==> src/rtl/seg_scan_controller.sv <==
`timescale 1ns/1ps
// Multiplexed N-digit seven-segment scanner: PWM brightness, per-digit DP, frame-coherent capture.
// Define LEADING_ZERO_BLANK_EN to blank digits above the most-significant nonzero nibble.
module seg_scan_controller #(
    parameter int NUM_DIGITS = 4,
    parameter int SCAN_DIV   = 131072,
    parameter int DUTY_BITS  = 3
) (
    input  logic                    clk,
    input  logic                    clear,
    input  logic [4*NUM_DIGITS-1:0] adata,
    input  logic [4*NUM_DIGITS-1:0] bdata,
    input  logic [NUM_DIGITS-1:0]   dp_mask,
    input  logic [DUTY_BITS-1:0]    brightness,
    output logic [NUM_DIGITS-1:0]   select,
    output logic [7:0]              segment,
    output logic                    frame_tick
);

    localparam int CNT_W    = $clog2(SCAN_DIV);
    localparam int DIG_W    = (NUM_DIGITS > 1) ? $clog2(NUM_DIGITS) : 1;
    localparam int SLOT_LEN = SCAN_DIV >> DUTY_BITS;

    localparam logic [CNT_W-1:0] SLOT_LAST  = CNT_W'(SCAN_DIV - 1);
    localparam logic [DIG_W-1:0] DIGIT_LAST = DIG_W'(NUM_DIGITS - 1);
    localparam logic [CNT_W:0]   PHASE_LEN  = (CNT_W + 1)'(SLOT_LEN);

    // Active-low a..g pattern for one hex nibble.
    function automatic logic [6:0] glyph(input logic [3:0] nib);
        case (nib)
            4'h0: glyph = 7'b0000001;
            4'h1: glyph = 7'b1001111;
            4'h2: glyph = 7'b0010010;
            4'h3: glyph = 7'b0000110;
            4'h4: glyph = 7'b1001100;
            4'h5: glyph = 7'b0100100;
            4'h6: glyph = 7'b0100000;
            4'h7: glyph = 7'b0001111;
            4'h8: glyph = 7'b0000000;
            4'h9: glyph = 7'b0000100;
            4'hA: glyph = 7'b0001000;
            4'hB: glyph = 7'b1100000;
            4'hC: glyph = 7'b0110001;
            4'hD: glyph = 7'b1000010;
            4'hE: glyph = 7'b0110000;
            default: glyph = 7'b0111000;
        endcase
    endfunction

    logic [CNT_W-1:0]        slot_cnt_q, slot_cnt_d;
    logic [DIG_W-1:0]        digit_q, digit_d;
    logic [4*NUM_DIGITS-1:0] shadow_q, shadow_d;
    logic [NUM_DIGITS-1:0]   select_q, select_d;
    logic [7:0]              segment_q, segment_d;
    logic                    frame_tick_q, frame_tick_d;

    logic [4*NUM_DIGITS-1:0] src;
    logic                    slot_wrap;
    logic                    frame_end;
    logic [NUM_DIGITS-1:0]   blank_vec;
    logic [NUM_DIGITS-1:0]   sel_lit;
    logic [3:0]              nibble;
    logic                    dp_bit;
    logic                    blank_bit;
    logic [CNT_W:0]          lit_limit;
    logic                    lit;

    // Scan counters and frame-coherent capture of the display source.
    always_comb begin
        src          = (bdata != '0) ? bdata : adata;
        slot_wrap    = (slot_cnt_q == SLOT_LAST);
        frame_end    = slot_wrap && (digit_q == DIGIT_LAST);
        slot_cnt_d   = slot_wrap ? '0 : slot_cnt_q + 1'b1;
        digit_d      = digit_q;
        if (slot_wrap) begin
            digit_d = (digit_q == DIGIT_LAST) ? '0 : digit_q + 1'b1;
        end
        shadow_d     = frame_end ? src : shadow_q;
        frame_tick_d = frame_end;
    end

`ifdef LEADING_ZERO_BLANK_EN
    logic zero_run;

    // NOTE: blocking assignments here build a running AND from the top digit down;
    // every output is assigned before any branch so no latch is inferred.
    always_comb begin
        zero_run  = 1'b1;
        blank_vec = '0;
        for (int i = NUM_DIGITS - 1; i >= 0; i--) begin
            zero_run     = zero_run && (shadow_q[4*i +: 4] == 4'h0);
            blank_vec[i] = zero_run && (i != 0) && !dp_mask[i];
        end
    end
`else
    assign blank_vec = '0;
`endif

    // Pick the current digit's nibble/DP/anode, then gate by the PWM phase.
    always_comb begin
        nibble    = 4'h0;
        dp_bit    = 1'b0;
        blank_bit = 1'b0;
        sel_lit   = '1;
        for (int i = 0; i < NUM_DIGITS; i++) begin
            if (digit_q == DIG_W'(i)) begin
                nibble                   = shadow_q[4*i +: 4];
                dp_bit                   = dp_mask[i];
                blank_bit                = blank_vec[i];
                sel_lit[NUM_DIGITS-1-i]  = 1'b0;
            end
        end

        // phase <= brightness  <=>  slot_cnt < (brightness + 1) * SLOT_LEN
        lit_limit = (CNT_W + 1)'(brightness) * PHASE_LEN + PHASE_LEN;
        lit       = ({1'b0, slot_cnt_q} < lit_limit);

        select_d  = '1;
        segment_d = 8'hFF;
        if (lit) begin
            select_d = sel_lit;
            if (!blank_bit) begin
                segment_d = {~dp_bit, glyph(nibble)};
            end
        end
    end

    // NOTE: all state uses non-blocking assignments so every register samples
    // pre-edge values. The shadow is loaded with live data during clear rather
    // than zeroed, so the first frame after reset already shows the source.
    always_ff @(posedge clk) begin
        if (clear) begin
            slot_cnt_q   <= '0;
            digit_q      <= '0;
            shadow_q     <= src;
            select_q     <= '1;
            segment_q    <= 8'hFF;
            frame_tick_q <= 1'b0;
        end else begin
            slot_cnt_q   <= slot_cnt_d;
            digit_q      <= digit_d;
            shadow_q     <= shadow_d;
            select_q     <= select_d;
            segment_q    <= segment_d;
            frame_tick_q <= frame_tick_d;
        end
    end

    assign select     = select_q;
    assign segment    = segment_q;
    assign frame_tick = frame_tick_q;

endmodule
==> config.mk <==
export PLATFORM = sky130hd
export DESIGN_NAME = seg_scan_controller
export DESIGN_NICKNAME = d
export VERILOG_FILES = /design/src/rtl/seg_scan_controller.sv
export SDC_FILE = /design/constraint.sdc
export NUM_CORES = 1
export LEC_CHECK = 0
export CORE_MARGIN = 3
export CORE_UTILIZATION = 56
export CTS_BUF_LIST = sky130_fd_sc_hd__clkbuf_4 sky130_fd_sc_hd__clkbuf_8
export DETAILED_ROUTE_END_ITERATION = 6
export PLACE_DENSITY = 0.95
export SLEW_MARGIN = 25
export SYNTH_ARGS = -nofsm -noshare
export SYNTH_HDL_FRONTEND = slang
export SYNTH_SLANG_ARGS = --single-unit
==> constraint.sdc <==
create_clock -name clk -period 4.05 [get_ports clk]
set_clock_uncertainty 0.2 [all_clocks]
set_input_delay 1.0125 -clock clk [delete_from_list [all_inputs] [get_ports clk]]
set_output_delay 1.0125 -clock clk [all_outputs]
set_load 0.05 [all_outputs]
==> results.ini, run 1 <==
[pwr]
power.internal_mw = 0.726
power_frac_clock_pct = 29.7
seqPwrFrac_pct = 55.0
ir_drop_mv = 0.262
comb_power_share_pct = 15.3
switching_share_pct = 24.1
switchingPower_mw = 0.230
p_leak_nw = 1.22
p_per_area_mw_per_mm2 = 320
p_total_mw = 0.956

[sta]
whs_ns = 0.292
drv_slew = 0
clock.fmax_mhz = 355
fin_crit_ns = 2.82
setup_ws_ns = 1.23
relSlewSlack_pct = 50.2
rsz0062_at_grt = no
tightestPinTransition_ns = 0.746
final.setup.tns_ns = 0
hold_viol = 0
setup_violations = 0
fin_crit_sh_pct = 69.6

[worst_setup_path]
worst-path-buf-inv = 2
crit_chain = clkdlybuf4s50_1 -> ha_1 -> xnor2_1 -> ha_1 -> a21oi_1 -> nand2_1 -> a21oi_1 -> buf_4 -> o221ai_1
rr_worst_depth = 10
critical_path.max_stage_delay_ns = 0.45
setup.worst_path.end_class = register
cp_max_fo = 12
r2r_start = digit_q[0]
start_kind = input pin
rrSetupSlack_ns = 1.39
r2r_end = segment[0]
critPathTopFamily = buffers and inverters
crit_required_ns = 4.01
cp_slowest_cell = clkdlybuf4s50_1
crit_type = in -> reg
crit_arrival_ns = 2.78

[global_routing]
antenna_found_initial = 0
grt_pass1_vias = 1792
grt-ovfl-total = 0
grt_max_degree = 18
grt_use_total_pct = 18.7
grt_pass1_wl_um = 7560

[die]
initial_utilization_pct = 61.2
io_pins = 54
die_y_um = 70.9
rows = 22
core_mm2 = 0.00385
dieWidth_um = 70.9
dieArea_mm2 = 0.00502

[synthesis]
async_reset_ff_share_pct = 0
ys.flop_type = dfxtp_1
synth-seq-cells = 48
synth-edff-count = 16
postSynthNetCount = 280
yosysWarnings = 0
yosysUniqueCellTypes = 42
synthCells = 224
syn_area_mm2 = 0.00236
synth.avg_cell_area_um2 = 10.5
ys_seq_area_share_pct = 47.6

[place]
dp_hpwl_um = 3440
place_ws_ns = 0.931
portBuffers = 53
dp_cells = 317
place.gp.congestion = 0.825
postPlaceCellArea_mm2 = 0.00289

[route]
vias = 1802
postRouteAntennaNets = 0
drt_wl_total_um = 4560
drt_first_iter_violations = 100
firstDrtPassIters = 5
vias_per_cell = 5.54
drcViolationCount = 0
wl_per_cell_um = 14.0

[clock_network]
h-tree-depth = 2
holdBufCountCts = 0
cts_tree = built
postCtsSetupBuffers = 0
clk_latency_ns = 0.30
cts.clk_slew.worst_paths_ns = 0.09
cts_buffer_depth = 2
cts_made_buffers = 5
cts_resized = 0
cts.sinks = 48
cts-root-buf = clkbuf_8

[worst_hold_path]
min_from = slot_cnt_q[0]
worstHoldPathType = reg -> reg
worstHoldPathCells = 1
hold_end = slot_cnt_q[0]

[finish]
fin_util_pct = 77.4
syn2layout_area_growth_pct = 26.5
stdcell_area_mm2 = 0.00298
drive_above_1_share_pct = 6.14
antenna_cells = 0
multi_input_area_mm2 = 0.00114
fillers = 243
regArea_mm2 = 0.00112
fin_nets = 332
fin_cells = 325

[outcome]
status = complete, no violations

[job]
cap_violations = 0

==> power by group through the flow <==
stage / clock (mW) / sequential (mW) / combinational, mW
after global placement: 0 / 0.536 / 0.142
after CTS: 0.286 / 0.526 / 0.146
after global routing: 0.311 / 0.528 / 0.156
after floorplan: 0 / 0.564 / 0.0504
after detailed placement: 0 / 0.537 / 0.146
final: 0.284 / 0.526 / 0.146
==> cells in the final DEF (no fill, tap or decap), types with 6 or more instances in the layout <==
master / instances
xor2_1: 9
a21o_1: 16
inv_1: 9
clkdlybuf4s50_1: 53
ha_1: 15
dfxtp_1: 32
xnor2_1: 7
nand2_1: 21
edfxtp_1: 16
nor2_1: 21
nand3_1: 6
==> cells in the mapped netlist, drive strengths merged, types with 5 or more instances <==
library cell,count,area [um2]
ha,15,188
xnor2,7,61.3
and3,5,31.3
nand3b,5,53.8
nand2,21,78.8
xor2,9,78.8
nand2b,5,31.3
nor2,22,85.1
nand3,6,30.0
dfxtp,32,641
edfxtp,16,480
a21o,16,120
buf,5,46.3
inv,9,33.8
==> cell type report <==
type | count | share of cell area [%]
multi-input combinational | 158 | 38.3
clock inverter | 1 | 0.168
sequential | 48 | 37.6
tap | 48 | 2.01
timing repair buffer | 54 | 18.0
inverter | 9 | 1.13
clock buffer | 7 | 2.81
==> metal layers <==
layer  up-vias  share of wire, %  routed length, um  global-route usage [%]
met1       848                43               1980                    22.0
met2        54                50               2260                    31.9
met3         8               5.1                233                    5.26
met4         0               1.8                 82                    8.14
met5         -                 0                  0                       0
li1        892                 -                  -                       -
==> how the worst max path moves through the flow <==
stage / from / endpoint / slack [ns] / cells after the start
floorplan: brightness[0] / segment[2] / 1.33 / 8
global placement: brightness[0] / segment[4] / 1.01 / 9
detailed placement: brightness[0] / segment[4] / 0.93 / 9
CTS: brightness[0] / segment[4] / 1.25 / 9
global route: brightness[0] / segment[4] / 1.10 / 9
finish: brightness[0] / segment[4] / 1.23 / 9
==> flip-flops by register name, indices dropped and copies added (netlist names) <==
register    flops
frame_tick      1
segment         8
select          4
slot_cnt_q     17
shadow_q       16
digit_q         2
==> logic make-up (layout without fill, tap and decap cells) <==
| family | after synthesis | after routing | share of synthesized area [%] |
|---|---|---|---|
| xor+xnor | 16 | 16 | 5.95 |
| mux | 4 | 4 | 1.96 |
| simple gates | 84 | 84 | 19.3 |
| fa+ha+maj | 15 | 15 | 7.96 |
| compound gates | 39 | 39 | 13.2 |
| flops | 48 | 48 | 47.6 |
| buf+inv | 18 | 71 | 4.03 |
Power figures use the tool's default switching activity.
==> run 2, diff against run 1 <==
Settings changed: CORE_UTILIZATION 56 to 47, PLACE_DENSITY 0.95 to 0.87.
Clock period 4.05 ns to 2.45 ns, I/O delays scaled along.
==> results.ini, run 2 (synthesis results as in run 1) <==
[finish]
drive_above_1_share_pct = 14.9  ; was 6.14%
top_register = slot_cnt_q  ; unchanged
fin_util_pct = 66.9  ; was 77.4%
largest_reg_flops = 17  ; unchanged
fin_nets = 350  ; was 332
fillers = 362  ; was 243
antenna_cells = 0  ; unchanged
syn2layout_area_growth_pct = 35.8  ; was 26.5%
multi_input_area_mm2 = 0.00118  ; was 0.00114 mm2
stdcell_area_mm2 = 0.00320  ; was 0.00298 mm2
final_cell_mix = clkdlybuf4s50_1 (51), dfxtp_1 (31), nand2_1 (21), nor2_1 (21), buf_4 (17)  ; was clkdlybuf4s50_1 (53), dfxtp_1 (32), nand2_1 (21), nor2_1 (21)
regArea_mm2 = 0.00112  ; about the same
final_common_cell = clkdlybuf4s50_1  ; unchanged

[sta]
hold_viol = 0  ; unchanged
tightestPinTransition_ns = 0.510  ; was 0.746 ns
drv_slew = 0  ; unchanged
relSlewSlack_pct = 65.9  ; was 50.2%
whs_ns = 0.285  ; was 0.292 ns
fin_crit_sh_pct = 92.7
fin_crit_ns = 2.27
setup_violations = 0  ; unchanged
clock.fmax_mhz = 440
setup_ws_ns = 0.179  ; was 1.23 ns

[clock_network]
cts.sinks = 48  ; unchanged
cts_made_buffers = 5  ; unchanged
cts_tree = built  ; unchanged
holdBufCountCts = 0  ; unchanged
clk_latency_ns = 0.30  ; about the same
cts_buffer_depth = 2  ; unchanged
postCtsSetupBuffers = 0  ; unchanged
cts-root-buf = clkbuf_8  ; unchanged
cts.clk_slew.worst_paths_ns = 0.08  ; was 0.09 ns
h-tree-depth = 2  ; unchanged

[pwr]
ir_drop_mv = 0.250  ; was 0.262 mV
p_leak_nw = 1.33  ; was 1.22 nW
p_total_mw = 1.59  ; was 0.956 mW
p_per_area_mw_per_mm2 = 497  ; was 320 mW/mm2

[global_routing]
grt-ovfl-total = 0  ; unchanged
grt_max_degree = 18  ; unchanged
grt_pass1_vias = 1797  ; was 1,792
grt_pass1_wl_um = 7720  ; was 7560 um
grt_use_total_pct = 16.3  ; was 18.7%
antenna_found_initial = 0  ; unchanged

[route]
postRouteAntennaNets = 0  ; unchanged
drt_wl_total_um = 4630  ; was 4560 um
vias_per_cell = 5.09  ; was 5.54
drcViolationCount = 0  ; unchanged
drt_first_iter_violations = 95  ; was 100
wl_per_cell_um = 12.8  ; was 14.0 um
vias = 1841  ; was 1,802
firstDrtPassIters = 4  ; was 5

[worst_setup_path]
crit_required_ns = 2.44  ; was 4.01 ns
rr_worst_depth = 9  ; was 10
crit_type = reg -> reg  ; was in -> reg
setup.worst_path.end_class = register  ; unchanged
cp_max_fo = 5  ; was 12
crit_arrival_ns = 2.26  ; was 2.78 ns
start_kind = register  ; was input pin

[job]
cap_violations = 0  ; unchanged

[die]
die_y_um = 76.8  ; was 70.9 um
rows = 25  ; was 22
core_mm2 = 0.00479  ; was 0.00385 mm2
initial_utilization_pct = 49.3  ; was 61.2%
io_pins = 54  ; unchanged
dieWidth_um = 76.8  ; was 70.9 um
dieArea_mm2 = 0.00590  ; was 0.00502 mm2

[place]
place.gp.congestion = 0.861  ; was 0.825
portBuffers = 53  ; unchanged
place_ws_ns = -0.197  ; was 0.931 ns
postPlaceCellArea_mm2 = 0.00306  ; was 0.00289 mm2
dp_hpwl_um = 3520  ; was 3440 um

[outcome]
status = complete, no violations  ; unchanged

[worst_hold_path]
worstHoldPathType = reg -> reg  ; unchanged
worstHoldPathCells = 1  ; unchanged

## run 2: cell count changes in the layout (fill, tap and decap cells not counted), sizes merged
cell and delta:
buf +18, clkdlybuf4s50 -2, dlymetal6s2s +2
## run 2: path summary, 6_finish.rpt
check | from | slack [ns] | endpoint
max reg2reg | digit_q[0] | 0.18 | segment[3]
min reg2reg | slot_cnt_q[0] | 0.28 | slot_cnt_q[0]
min | slot_cnt_q[0] | 0.28 | slot_cnt_q[0]
max | digit_q[0] | 0.18 | segment[3]
## run 2: report_power, final
part / internal [mW] / switching (mW)
combinational: 0.134 / 0.126
clock: 0.221 / 0.241
sequential: 0.855 / 0.0125
total: 1.21 / 0.379
## run 2: worst max-delay path, cell delays in order (launching register included)
cell,delay [ns]
dfxtp_2,0.38
inv_1,0.07
ha_1,0.26
nor2_2,0.21
o211ai_1,0.15
nor2b_4,0.17
ha_1,0.28
nor2b_1,0.16
a211oi_1,0.19
o21ai_1,0.09
## run 2: metal layers
metal	wire (um)	vias up	GRT usage (%)
li1	-	930	-
met1	2010	856	18.5
met2	2320	48	27.8
met3	200	7	4.69
met4	99	0	7.79
met5	0	-	0
## run 2: what timing repair did
item | in CTS | in global routing
pin swaps | 0 | 7
resized for setup | 2 | 14
cloned | 0 | 1
endpoints found under the setup margin | 1 | 23
## run 2: stage by stage
step / TNS, ns / instances
6_report: 0 / 362
2_1_floorplan: 0 / 224
3_5_place_dp: -1.68 / 353
3_3_place_gp: -1.22 / 353
4_1_cts: 0 / 361
5_1_grt: -0.0120 / 362
## run 2: area by class of cell
cell class | count | area share [%]
multi-input combinational | 158 | 36.8
timing repair buffer | 72 | 21.7
clock buffer | 7 | 2.62
tap | 67 | 2.62
clock inverter | 1 | 0.117
inverter | 9 | 1.06
sequential | 48 | 35.1
==> run 3, diff against run 2 <==
--- a/config.mk
+++ b/config.mk
@@ -6,4 +6,5 @@
 export NUM_CORES = 1
 export LEC_CHECK = 0
+export CAP_MARGIN = 20
 export CORE_MARGIN = 3
 export CORE_UTILIZATION = 47
@@ -11,4 +12,5 @@
 export DETAILED_ROUTE_END_ITERATION = 6
 export PLACE_DENSITY = 0.87
+export SKIP_LAST_GASP = 1
 export SLEW_MARGIN = 25
 export SYNTH_ARGS = -nofsm -noshare
==> constraint.sdc (replaced) <==
create_clock -name clk -period 2.45 [get_ports clk]
set_clock_uncertainty 0.2 [all_clocks]
set_input_delay 0.49 -clock clk [delete_from_list [all_inputs] [get_ports clk]]
set_output_delay 0.49 -clock clk [all_outputs]
set_load 0.05 [all_outputs]
==> results.ini, run 3 (synthesis results as in run 1) <==
[finish]
drive_above_1_share_pct = 13.3  ; was 14.9%
top_register = slot_cnt_q  ; unchanged
fillers = 377  ; was 362
final_common_cell = clkdlybuf4s50_1  ; unchanged
fin_nets = 349  ; was 350
largest_reg_flops = 17  ; unchanged
syn2layout_area_growth_pct = 34.4  ; was 35.8%
stdcell_area_mm2 = 0.00317  ; was 0.00320 mm2
final_cell_mix = clkdlybuf4s50_1 (53), dfxtp_1 (31), nand2_1 (21), nor2_1 (21), buf_4 (17)  ; was clkdlybuf4s50_1 (51), dfxtp_1 (31), nand2_1 (21), nor2_1 (21), buf_4 (17)
fin_cells = 361  ; was 362
antenna_cells = 0  ; unchanged
fin_util_pct = 66.2  ; was 66.9%

[route]
drt-met1-wl_um = 1980  ; was 2010 um
drt_wl_total_um = 4610  ; was 4630 um
wl_met2_um = 2350  ; was 2320 um
vias = 1814  ; was 1,841
wl_per_cell_um = 12.8  ; about the same
firstDrtPassIters = 4  ; unchanged
postRouteAntennaNets = 0  ; unchanged
drcViolationCount = 0  ; unchanged
drt_first_iter_violations = 81  ; was 95
top_layer_used = met4  ; unchanged
wl_met3_um = 195  ; was 200 um
vias_per_cell = 5.02  ; was 5.09

[worst_setup_path]
cp_max_fo = 7  ; was 5
crit_arrival_ns = 2.29  ; was 2.26 ns
cpMostUsedCell = inv_1  ; was ha_1
crit_type = reg -> reg  ; unchanged
r2r_end = segment[0]  ; was segment[3]
r2r_start = digit_q[1]  ; was digit_q[0]
critical_path.max_stage_delay_ns = 0.40  ; was 0.38 ns
worst-path-buf-inv = 2  ; was 1
start_kind = register  ; unchanged
rrSetupSlack_ns = 0.14  ; was 0.18 ns
crit_chain = inv_1 -> ha_2 -> o211ai_1 -> nor2b_4 -> inv_1 -> ha_1 -> mux2_1 -> nand2_1 -> o311ai_1  ; was inv_1 -> ha_1 -> nor2_2 -> o211ai_1 -> nor2b_4 -> ha_1 -> nor2b_1 -> a211oi_1 -> o21ai_1
cp_slowest_cell = dfxtp_1  ; was dfxtp_2
setup.worst_path.end_class = register  ; unchanged
critPathTopFamily = adder cells  ; unchanged
worstSetupPathDepth = 9  ; unchanged
rr_worst_depth = 9  ; unchanged
crit_required_ns = 2.43  ; was 2.44 ns

[pwr]
comb_power_share_pct = 16.0  ; was 16.3%
switching_share_pct = 23.7  ; was 23.9%
p_leak_nw = 1.31  ; was 1.33 nW
p_per_area_mw_per_mm2 = 499  ; was 497 mW/mm2
p_total_mw = 1.58  ; was 1.59 mW
power.internal_mw = 1.21  ; about the same
power_frac_clock_pct = 29.1  ; about the same
switchingPower_mw = 0.375  ; was 0.379 mW
seqPwrFrac_pct = 54.9  ; was 54.6%
ir_drop_mv = 0.222  ; was 0.250 mV

[place]
dp_cells = 353  ; unchanged
portBuffers = 53  ; unchanged
place_ws_ns = -0.143  ; was -0.197 ns
postPlaceCellArea_mm2 = 0.00306  ; unchanged
place.gp.congestion = 0.851  ; was 0.861
dp_hpwl_um = 3510  ; was 3520 um

[die]
initial_utilization_pct = 49.3  ; unchanged
dieWidth_um = 76.8  ; unchanged
core_mm2 = 0.00479  ; unchanged
io_pins = 54  ; unchanged
rows = 25  ; unchanged
die_y_um = 76.8  ; unchanged
dieArea_mm2 = 0.00590  ; unchanged

[sta]
setup_violations = 0  ; unchanged
drv_slew = 0  ; unchanged
hold_viol = 0  ; unchanged
fin_crit_sh_pct = 94.2  ; was 92.7%
rsz0062_at_grt = yes
fin_crit_ns = 2.31  ; was 2.27 ns
setup_ws_ns = 0.142  ; was 0.179 ns
relSlewSlack_pct = 66.5  ; was 65.9%
clock.fmax_mhz = 433  ; was 440 MHz
tightestPinTransition_ns = 0.501  ; was 0.510 ns

[worst_hold_path]
min_from = slot_cnt_q[0]  ; unchanged
worstHoldPathType = reg -> reg  ; unchanged
hold_end = slot_cnt_q[0]  ; unchanged
worstHoldPathCells = 1  ; unchanged

[clock_network]
cts_buffer_depth = 2  ; unchanged
cts.sinks = 48  ; unchanged
cts-root-buf = clkbuf_8  ; unchanged
cts_made_buffers = 5  ; unchanged
postCtsSetupBuffers = 0  ; unchanged
cts_tree = built  ; unchanged
cts.clk_slew.worst_paths_ns = 0.08  ; about the same
clk_latency_ns = 0.30  ; about the same
h-tree-depth = 2  ; unchanged
holdBufCountCts = 0  ; unchanged

[global_routing]
grt_max_degree = 18  ; unchanged
grt_pass1_wl_um = 7620  ; was 7720 um
grt_use_total_pct = 16.1  ; was 16.3%
grt-ovfl-total = 0  ; unchanged
antenna_found_initial = 0  ; unchanged
grt_pass1_vias = 1804  ; was 1,797

[job]
cap_violations = 0  ; unchanged

[outcome]
status = complete, no violations  ; unchanged

-- run 3: cell count changes in the layout (fill, tap and decap cells not counted), sizes merged --
cell / previous run / this run
dlymetal6s2s: 2 / 0
buf: 19 / 18
clkdlybuf4s50: 51 / 53
-- run 3: cell type report --
cell class	count	area [um2]	area share, %
multi-input cells	158	1160	36.7
flip-flops and latches	48	1120	35.4
repair buffers	71	678	21.4
clock buffers	7	83.8	2.65
well taps	67	83.8	2.65
inverters	9	33.8	1.07
clock inverters	1	3.75	0.118
-- run 3: per-stage QoR --
step / TNS (ns) / hold WS, ns
2_1_floorplan: 0 / 0.238
3_3_place_gp: -0.0675 / 0.258
3_5_place_dp: -0.995 / 0.274
4_1_cts: 0 / 0.295
5_1_grt: -0.0336 / 0.332
6_report: 0 / 0.297
-- run 3: power groups by stage --
stage / clock, mW / combinational [mW] / sequential [mW]
global placement: 0 / 0.246 / 0.886
global route: 0.511 / 0.271 / 0.873
floorplan: 0 / 0.0833 / 0.932
finish: 0.461 / 0.253 / 0.868
detailed placement: 0 / 0.252 / 0.887
CTS: 0.471 / 0.253 / 0.868
-- run 3: repair_timing --
item / 4_1_cts / 5_1_grt
endpoints found under the setup margin: 1 / 22
resized for setup: 1 / 6
cloned: 0 / 0
-- run 3: worst max path at each step --
stage	from	endpoint	slack [ns]
floorplan	slot_cnt_q[0]	shadow_q[0]	0.15
global placement	brightness[0]	segment[2]	-0.03
detailed placement	brightness[0]	segment[4]	-0.14
CTS	digit_q[1]	segment[0]	0.07
global route	digit_q[0]	segment[0]	-0.03
finish	digit_q[1]	segment[0]	0.14
-- run 3: routing by layer --
metal	vias up	GRT usage, %
met5	-	0
met4	0	7.97
met3	6	3.76
met2	44	28.0
met1	838	18.3
li1	926	-
-- run 3: worst reg2reg max path: cells and delay by family, from the launching register on --
kind                       cells  cell delay (ns)
DFF                            1             0.40
adders and majority gates      2             0.46
and+or+nand+nor                2             0.30
buffers and inverters          2             0.21
AOI/OAI and AO/OA              2             0.34
muxes                          1             0.30
